--- src/rtl/lava_pkg.sv ---
// Shared types and defaults for the LAVA result drain.
// LAVA_DRAIN_CHECKSUM_EN adds the CSUM state.
package lava_pkg;

  localparam int ADDR_W_D  = 3;
  localparam int DATA_W_D  = 8;
  localparam int RAM_DEPTH = 1 << ADDR_W_D;

  typedef enum logic [2:0] {
    S_IDLE,
    S_READ,
    S_FLUSH,
    S_DONE
`ifdef LAVA_DRAIN_CHECKSUM_EN
    , S_CSUM
`endif
  } drain_state_t;

endpackage

--- src/rtl/lava_skid_fifo.sv ---
// Two-entry FIFO absorbing the RAM read latency
// between issue and a stalled consumer.
module lava_skid_fifo #(
  parameter int W = 9
) (
  input  logic         clk,
  input  logic         rst,
  input  logic         i_push,
  input  logic [W-1:0] i_data,
  input  logic         i_pop,
  output logic         o_valid,
  output logic [W-1:0] o_data,
  output logic [1:0]   o_occ
);

  logic [W-1:0] r_mem [2];
  logic         r_wp;
  logic         r_rp;
  logic [1:0]   r_occ;

  assign o_valid = (r_occ != 2'd0);
  assign o_data  = r_mem[r_rp];
  assign o_occ   = r_occ;

  always_ff @(posedge clk or negedge rst) begin
    if (!rst) begin
      r_mem[0] <= '0;
      r_mem[1] <= '0;
      r_wp     <= 1'b0;
      r_rp     <= 1'b0;
      r_occ    <= 2'd0;
    end else begin
      if (i_push) begin
        r_mem[r_wp] <= i_data;
        r_wp        <= ~r_wp;
      end
      if (i_pop) begin
        r_rp <= ~r_rp;
      end
      r_occ <= r_occ + {1'b0, i_push} - {1'b0, i_pop};
    end
  end

endmodule

--- src/rtl/lava_result_drain.sv ---
// Streams result RAM contents out over valid/ready.
// LAVA_DRAIN_CHECKSUM_EN appends a sum-mod-256 beat.
module lava_result_drain
  import lava_pkg::*;
#(
  parameter int ADDR_W = ADDR_W_D,
  parameter int DATA_W = DATA_W_D
) (
  input  logic              clk,
  input  logic              rst,
  input  logic              start,
  input  logic [ADDR_W:0]   count,
  output logic [ADDR_W-1:0] ram_raddr,
  output logic              ram_rd_en,
  input  logic [DATA_W-1:0] ram_rdata,
  output logic [DATA_W-1:0] out_data,
  output logic              out_valid,
  input  logic              out_ready,
  output logic              out_last,
  output logic              busy,
  output logic              done
);

  localparam logic [ADDR_W:0] DEPTH = (ADDR_W+1)'(2**ADDR_W);
  localparam logic [ADDR_W:0] ONE   = (ADDR_W+1)'(1);

  drain_state_t r_state, w_next;

  logic [ADDR_W:0]   r_rd_left;
  logic [ADDR_W:0]   r_beats_left;
  logic [ADDR_W:0]   w_cnt;
  logic [ADDR_W-1:0] r_rd_addr;
  logic              r_inflight;
  logic              r_infl_last;
  logic              w_issue;
  logic              w_pop;
  logic              w_xfer;
  logic              w_room;
  logic              w_fifo_valid;
  logic              w_fifo_last;
  logic [DATA_W-1:0] w_fifo_data;
  logic [1:0]        w_occ;
  logic [2:0]        w_pend;
`ifdef LAVA_DRAIN_CHECKSUM_EN
  logic [DATA_W-1:0] r_csum;
`endif

  assign w_cnt   = (count > DEPTH) ? DEPTH : count;
  assign w_pop   = w_fifo_valid & out_ready;
  // Slots already claimed once this cycle's pop frees one.
  assign w_pend  = {1'b0, w_occ} + {2'b0, r_inflight} - {2'b0, w_pop};
  assign w_room  = (w_pend < 3'd2);
  assign w_issue = (r_state == S_READ) && (r_rd_left != '0) && w_room;

  assign ram_rd_en = w_issue;
  assign ram_raddr = r_rd_addr;

`ifdef LAVA_DRAIN_CHECKSUM_EN
  assign out_valid = w_fifo_valid | (r_state == S_CSUM);
  assign out_data  = (r_state == S_CSUM) ? r_csum : w_fifo_data;
  assign out_last  = (r_state == S_CSUM) | (w_fifo_valid & w_fifo_last);
`else
  assign out_valid = w_fifo_valid;
  assign out_data  = w_fifo_data;
  assign out_last  = w_fifo_valid & w_fifo_last;
`endif
  assign w_xfer = out_valid & out_ready;

  lava_skid_fifo #(
    .W(DATA_W + 1)
  ) u_fifo (
    .clk    (clk),
    .rst    (rst),
    .i_push (r_inflight),
    .i_data ({r_infl_last, ram_rdata}),
    .i_pop  (w_pop),
    .o_valid(w_fifo_valid),
    .o_data ({w_fifo_last, w_fifo_data}),
    .o_occ  (w_occ)
  );

  always_comb begin
    w_next = r_state;
    done   = 1'b0;
    busy   = (r_state != S_IDLE);
    unique case (r_state)
      S_IDLE: begin
        if (start) begin
`ifdef LAVA_DRAIN_CHECKSUM_EN
          w_next = (w_cnt == '0) ? S_CSUM : S_READ;
`else
          w_next = (w_cnt == '0) ? S_DONE : S_READ;
`endif
        end
      end
      S_READ: begin
        if (w_issue && (r_rd_left == ONE)) w_next = S_FLUSH;
      end
      S_FLUSH: begin
        if (w_pop && (r_beats_left == ONE)) begin
`ifdef LAVA_DRAIN_CHECKSUM_EN
          w_next = S_CSUM;
`else
          w_next = S_DONE;
`endif
        end
      end
`ifdef LAVA_DRAIN_CHECKSUM_EN
      S_CSUM: begin
        if (w_xfer) w_next = S_DONE;
      end
`endif
      S_DONE: begin
        done   = 1'b1;
        w_next = S_IDLE;
      end
      default: w_next = S_IDLE;
    endcase
  end

  always_ff @(posedge clk or negedge rst) begin
    if (!rst) begin
      r_state      <= S_IDLE;
      r_rd_left    <= '0;
      r_beats_left <= '0;
      r_rd_addr    <= '0;
      r_inflight   <= 1'b0;
      r_infl_last  <= 1'b0;
`ifdef LAVA_DRAIN_CHECKSUM_EN
      r_csum       <= '0;
`endif
    end else begin
      r_state    <= w_next;
      r_inflight <= w_issue;
`ifdef LAVA_DRAIN_CHECKSUM_EN
      r_infl_last <= 1'b0;
`else
      r_infl_last <= w_issue && (r_rd_left == ONE);
`endif
      if ((r_state == S_IDLE) && start) begin
        r_rd_left    <= w_cnt;
        r_beats_left <= w_cnt;
        r_rd_addr    <= '0;
`ifdef LAVA_DRAIN_CHECKSUM_EN
        r_csum       <= '0;
`endif
      end else begin
        if (w_issue) begin
          r_rd_addr <= r_rd_addr + 1'b1;
          r_rd_left <= r_rd_left - ONE;
        end
        if (w_pop) begin
          r_beats_left <= r_beats_left - ONE;
`ifdef LAVA_DRAIN_CHECKSUM_EN
          r_csum       <= r_csum + w_fifo_data;
`endif
        end
      end
    end
  end

endmodule

--- config.mk ---
export PLATFORM = sky130hd
export DESIGN_NAME = lava_result_drain
export DESIGN_NICKNAME = d
export VERILOG_FILES = /design/src/rtl/lava_pkg.sv /design/src/rtl/lava_skid_fifo.sv /design/src/rtl/lava_result_drain.sv
export SDC_FILE = /design/constraint.sdc
export NUM_CORES = 1
export LEC_CHECK = 0
export ABC_AREA = 1
export BUFFER_PORTS_ARGS = -buffer_cell sky130_fd_sc_hd__buf_2
export CORE_UTILIZATION = 53
export DETAILED_ROUTE_END_ITERATION = 8
export PLACE_DENSITY = 0.76
export RECOVER_POWER = 100
export SYNTH_ARGS = -nofsm -noshare
export SYNTH_HDL_FRONTEND = slang
export SYNTH_SLANG_ARGS = --single-unit
--- constraint.sdc ---
create_clock -name clk -period 5.45 [get_ports clk]
set_clock_uncertainty 0.05 [all_clocks]
set_input_delay 0.8175 -clock clk [delete_from_list [all_inputs] [get_ports clk]]
set_output_delay 0.8175 -clock clk [all_outputs]
set_load 0.02 [all_outputs]
* After elaboration in Yosys (flattened, before gate mapping)
Index checks and enable logic that the tools add are counted.
** Word-level totals
- Input bits :: 16
- Word-level logic and storage cells :: 70
- Bits in registers :: 38
** Cells by class
- Mux-type cells :: 19
- $lt $le $gt $ge :: 5
- Equality and inequality tests :: 8
- $add $sub $neg :: 7
- Bitwise logic cells :: 6
- Reduce and logical (&&, ||, !) cells :: 14
** Operators by type and width (count)
- $mux W9 :: 4
- $mux W4 :: 5
- $bwmux W18 :: 1
- $mux W3 :: 5
- $demux W9 S1 :: 1
- $pmux W3 S3 :: 1
- $eq A4 B1 Y1 const B :: 2
- $sub A4 B1 Y4 const B :: 2
- $eq A3 B2 Y1 const B :: 2
- $logic_and A1 B1 Y1 :: 6
- $reduce_bool A2 Y1 :: 3
- $ge A2 B2 Y1 const B :: 2
- $gt A4 B4 Y1 const B :: 1
- $logic_not A4 Y1 :: 1
- $ne A2 B2 Y1 const B :: 2
- $not A1 Y2 :: 2
- $reduce_bool A4 Y1 :: 1
- $add A2 B1 Y3 :: 1
- $add A3 B1 Y3 const B :: 1
- $eq A3 B1 Y1 const B :: 1
- $logic_not A3 Y1 :: 1
- $lt A3 B2 Y1 const B :: 1
- $reduce_and A3 Y1 :: 1
- $reduce_bool A3 Y1 :: 1
- other kinds (9) :: 11

* Logic depth before layout (Yosys ltp)
- Depth after elaboration :: 8
- Gate-level depth with buffers :: 14
- Depth with buffers taken out :: 14

* Modules after synthesis
Synthesis repeated with hierarchy kept, for this count alone.
** Unflattened totals
- Cell total of the unflattened synthesis :: 249
- Area, all modules :: 2167.1 µm²
** By module, submodules not included
- lava_result_drain :: sequential area each 375.4 µm², instances 1, cells each 132, area each 1107.3 µm²
- lava_skid_fifo :: sequential area each 550.5 µm², instances 1, cells each 117, area each 1059.8 µm²

* Least setup slack after synthesis
OpenSTA, ideal clock, no wires.
- Path type :: in2out
- Start point :: input port out_ready
- End point :: output port ram_rd_en
- Setup slack :: 2.202 ns
- Data arrival time :: 2.381 ns
- Buffers on the path :: 0
- Cell stages on the path :: 11
- Cells stage by stage :: inv_1 nor2_4 ha_1 inv_1 ha_1 fa_1 inv_1 nand3_1 nor2_2 nand2_2 inv_1
** Between the ends
- Cells in the longest elaborated chain, start to end :: 4
** RTL lines
- start, declared :: RTL line lava_result_drain.sv:18 : input logic out_ready,
- $and A1 B1 Y1
- via u_fifo.i_pop :: RTL line lava_skid_fifo.sv:10 : input logic i_pop,
- $sub A3 B1 Y3 :: RTL line lava_result_drain.sv:51 : assign w_pend = {1'b0, w_occ} + {2'b0, r_inflight} - {2'b0, w_pop};
- via w_pend[1] :: RTL line lava_result_drain.sv:43 : logic [2:0] w_pend;
- $lt A3 B2 Y1 :: RTL line lava_result_drain.sv:52 : assign w_room = (w_pend < 3'd2);
- $logic_and A1 B1 Y1 :: RTL line lava_result_drain.sv:53 : assign w_issue = (r_state == S_READ) && (r_rd_left != '0) && w_room;
- end, declared :: RTL line lava_result_drain.sv:14 : output logic ram_rd_en,
The timed path passes the listed nets, and every way through them passes these cells.

* Final worst setup path
Ends and elaborated chain as after synthesis.

==> qor.yml <==
detailed_routing:
  vias: 1505
  drc_errors: 0
  avgRoutedWirePerCell_um: 11.3
  wirelength_um: 3530
  ant_nets: 0
  drtIter0Drc: 46
  first_pass_iters: 4
  via_per_inst: 4.82
power:
  powerDensity_nw_per_um2: 617
  peakVddDrop_mv: 0.307
  leakage_nw: 1.15
worst_hold_path:
  min_delay_path_depth: 2
  worstHoldPathType: "flip-flop to flip-flop"
  hold-path-endpoint: "u_fifo.r_mem[0]"
  min_from: "u_fifo.r_mem[0]"
layout:
  fin_cells: 312
  nets: 293
  antenna_cells: 0
  area_growth_pct: 11.5
  drive_gt1_share_pct: 10.5
setup_path:
  required_ps: 4580
  worstReg2RegEnd: "r_rd_left[0]"
  cp-end-kind: "output port"
  r2r_slack_ps: 2760
  critical_path.max_fanout: 7
  cpMostUsedCell: "inv_1"
  crit_type: "primary input to output port"
  cp_slowest_stage_delay_ps: 430
  arrival_ps: 2920
  startpoint_type: "primary input"
  rr_worst_depth: 13
  cp_cell_sequence: "buf_2, inv_1, nor2_1, ha_1, inv_1, ha_1, fa_1, inv_1, nand3_1, nor2_1, nand2_1, inv_1, clkbuf_1"
  r2r_start: "u_fifo.o_occ[1]"
  cp_slowest_cell: "fa_1"
outcome:
  violations: "capacitance limit, slew limit"
  status: "finished, violations left"
clock_tree:
  cts.sinks: 37
  postCtsSetupRepairBufs: 0
  cts.clk_slew.worst_paths_ps: 70
  cts_root_buffer: "clkbuf_8"
  cts_resized: 0
  cts_hold_buf: 0
  h-tree-depth: 2
  clock_latency_ps: 290
  clock_path_buffers: 2
  cts_tree: "yes"
  cts_inserted_buffers: 5
synthesis:
  synth_area_sq_um: 1960
  synth_seq_cells: 37
  synth-edff-count: 0
  ys.warnings.count: 0
  synth_area_leader_cell: "dfrtp_1"
  ys_top_cells_by_area: "dfrtp_1 47%, nand2_1 12%, ha_1 7.0%"
  yosys-top-cells-count: "62 x nand2_1, 37 x dfrtp_1, 33 x inv_1"
  synthDistinctLibCells: 28
  synthFlopType: "dfrtp_1"
  synth.yosys.seq_area_share_pct: 47.2
  yosysMostFrequentCell: "nand2_1"
  syn_inst: 231
  avgSynthCellArea_sq_um: 8.49
  synth_top_cell_area_share_pct: 47.2
  async_flop_share_pct: 100
  synth_nets: 259
floorplanning:
  initial_core_util_pct: 57.0
  dieArea_sq_um: 3950
  rows: 21
  core_area_sq_um: 3440
  die_x_um: 62.8
  io_pins: 32
  die-height_um: 62.8
timing:
  min_period_ps: 3790
  tightest_slew_ps: 1950
  finalHoldViolCount: 0
  tns_ps: 0
  finalSetupViolations: 0
  max_slew_margin_pct: -30.2
  rsz0062_at_grt: "no"
  period_share_pct: 69.6
  slew_violations: 38
  fmax_mhz: 264
  fin_ws_ps: 1660
  timing.hold.ws_ps: 438
global_routing:
  grt_usage_pct: 21.0
  grt_util_met1_pct: 23.4
  met2_usage_pct: 36.8
  first_global_vias: 1469
  grt_pass1_wl_um: 6290
  overflow: 0
  grt_busiest_layer: "met2"
  grt_max_degree: 38
  gr-usage-met3_pct: 6.02
  antenna_found_initial: 0
placement:
  place_inst: 304
  gp_congestion: 0.772
  place_hpwl_um: 2470
  place_ws_ps: 1930
  port-buffer-count: 31
run:
  maxCapViolations: 1
-- cells in the final DEF, fill, tap and decap left out --
cell type   instances
nand2_1            67
dfrtp_1            37
inv_1              33
o21ai_0            28
clkbuf_1           16
buf_2              15
nor2_1             14
nand3_1            14
ha_1               11
clkbuf_8            6
xor2_1              4
nor3_1              3
a21oi_1             2
nand2_2             2
xnor2_1             2
clkinv_1            1
nor3b_1             1
or2_0               1
a31oi_1             1
clkinvlp_2          1
a21oi_4             1
or2_2               1
o21ai_1             1
o31ai_1             1
fa_1                1
clkinvlp_4          1
bufinv_16           1
-- cell type report --
| class | count | area, sq um |
|---|---|---|
| clock buffers | 6 | 82.6 |
| flip-flops and latches | 37 | 926 |
| well taps | 46 | 57.6 |
| inverters | 35 | 133 |
| multi-input cells | 155 | 817 |
| fillers | 331 | 1250 |
| repair buffers | 31 | 135 |
| clock inverters | 2 | 37.5 |
-- logic make-up (layout without fill, tap and decap cells) --
family | Yosys count | count (layout) | share of synthesized area [%]
AOI/OAI and AO/OA | 34 | 34 | 11.2
xor gates and xnor gates | 6 | 6 | 2.68
adders and majority gates | 12 | 12 | 8.04
buffers and inverters | 39 | 74 | 8.04
DFF | 37 | 37 | 47.2
and+or+nand+nor | 103 | 103 | 22.9
-- power breakdown --
part / switching [mW] / internal, mW / total (mW)
Combinational: 0.390 / 0.214 / 0.603
Clock: 0.103 / 0.149 / 0.252
Sequential: 0.0926 / 0.402 / 0.495
Total: 0.585 / 0.765 / 1.35
-- metrics by stage --
stage                     power (mW)  utilization (%)  instance area, sq um
after floorplan                 1.01                -                  1960
after global placement          1.14             62.5                  2150
after detailed placement        1.17             62.5                  2150
after CTS                       1.42             65.9                  2270
after global routing            1.48             63.6                  2190
final                           1.35             63.6                  2190
-- layer usage --
layer / part of all wire (%) / vias to the layer above
li1: - / 784
met2: 47 / 33
met3: 4.5 / 5
met4: 2.0 / 0
met5: 0 / -
met1: 47 / 683
-- flip-flops by register name (all words and copies together), names as in the netlist --
register      flops
r_inflight        1
u_fifo.o_occ      2
r_infl_last       1
r_state           2
r_rd_left         4
r_beats_left      4
u_fifo.r_wp       1
u_fifo.r_rp       1
u_fifo.r_mem     18
ram_raddr         3
-- critical path: cells and delay by family --
| family | cells | cell delay [ps] |
|---|---|---|
| adders and majority gates | 3 | 880 |
| buffers and inverters | 6 | 560 |
| and+or+nand+nor | 4 | 660 |
-- worst max-delay path by stage --
| stage | slack, ps | from | endpoint |
|---|---|---|---|
| floorplan | 2200 | out_ready | ram_rd_en |
| global placement | 1970 | out_ready | ram_rd_en |
| detailed placement | 1930 | out_ready | ram_rd_en |
| CTS | 1920 | out_ready | ram_rd_en |
| global route | 1390 | out_ready | ram_rd_en |
| finish | 1660 | out_ready | ram_rd_en |
Note: power is estimated with default switching activity, not from simulation.
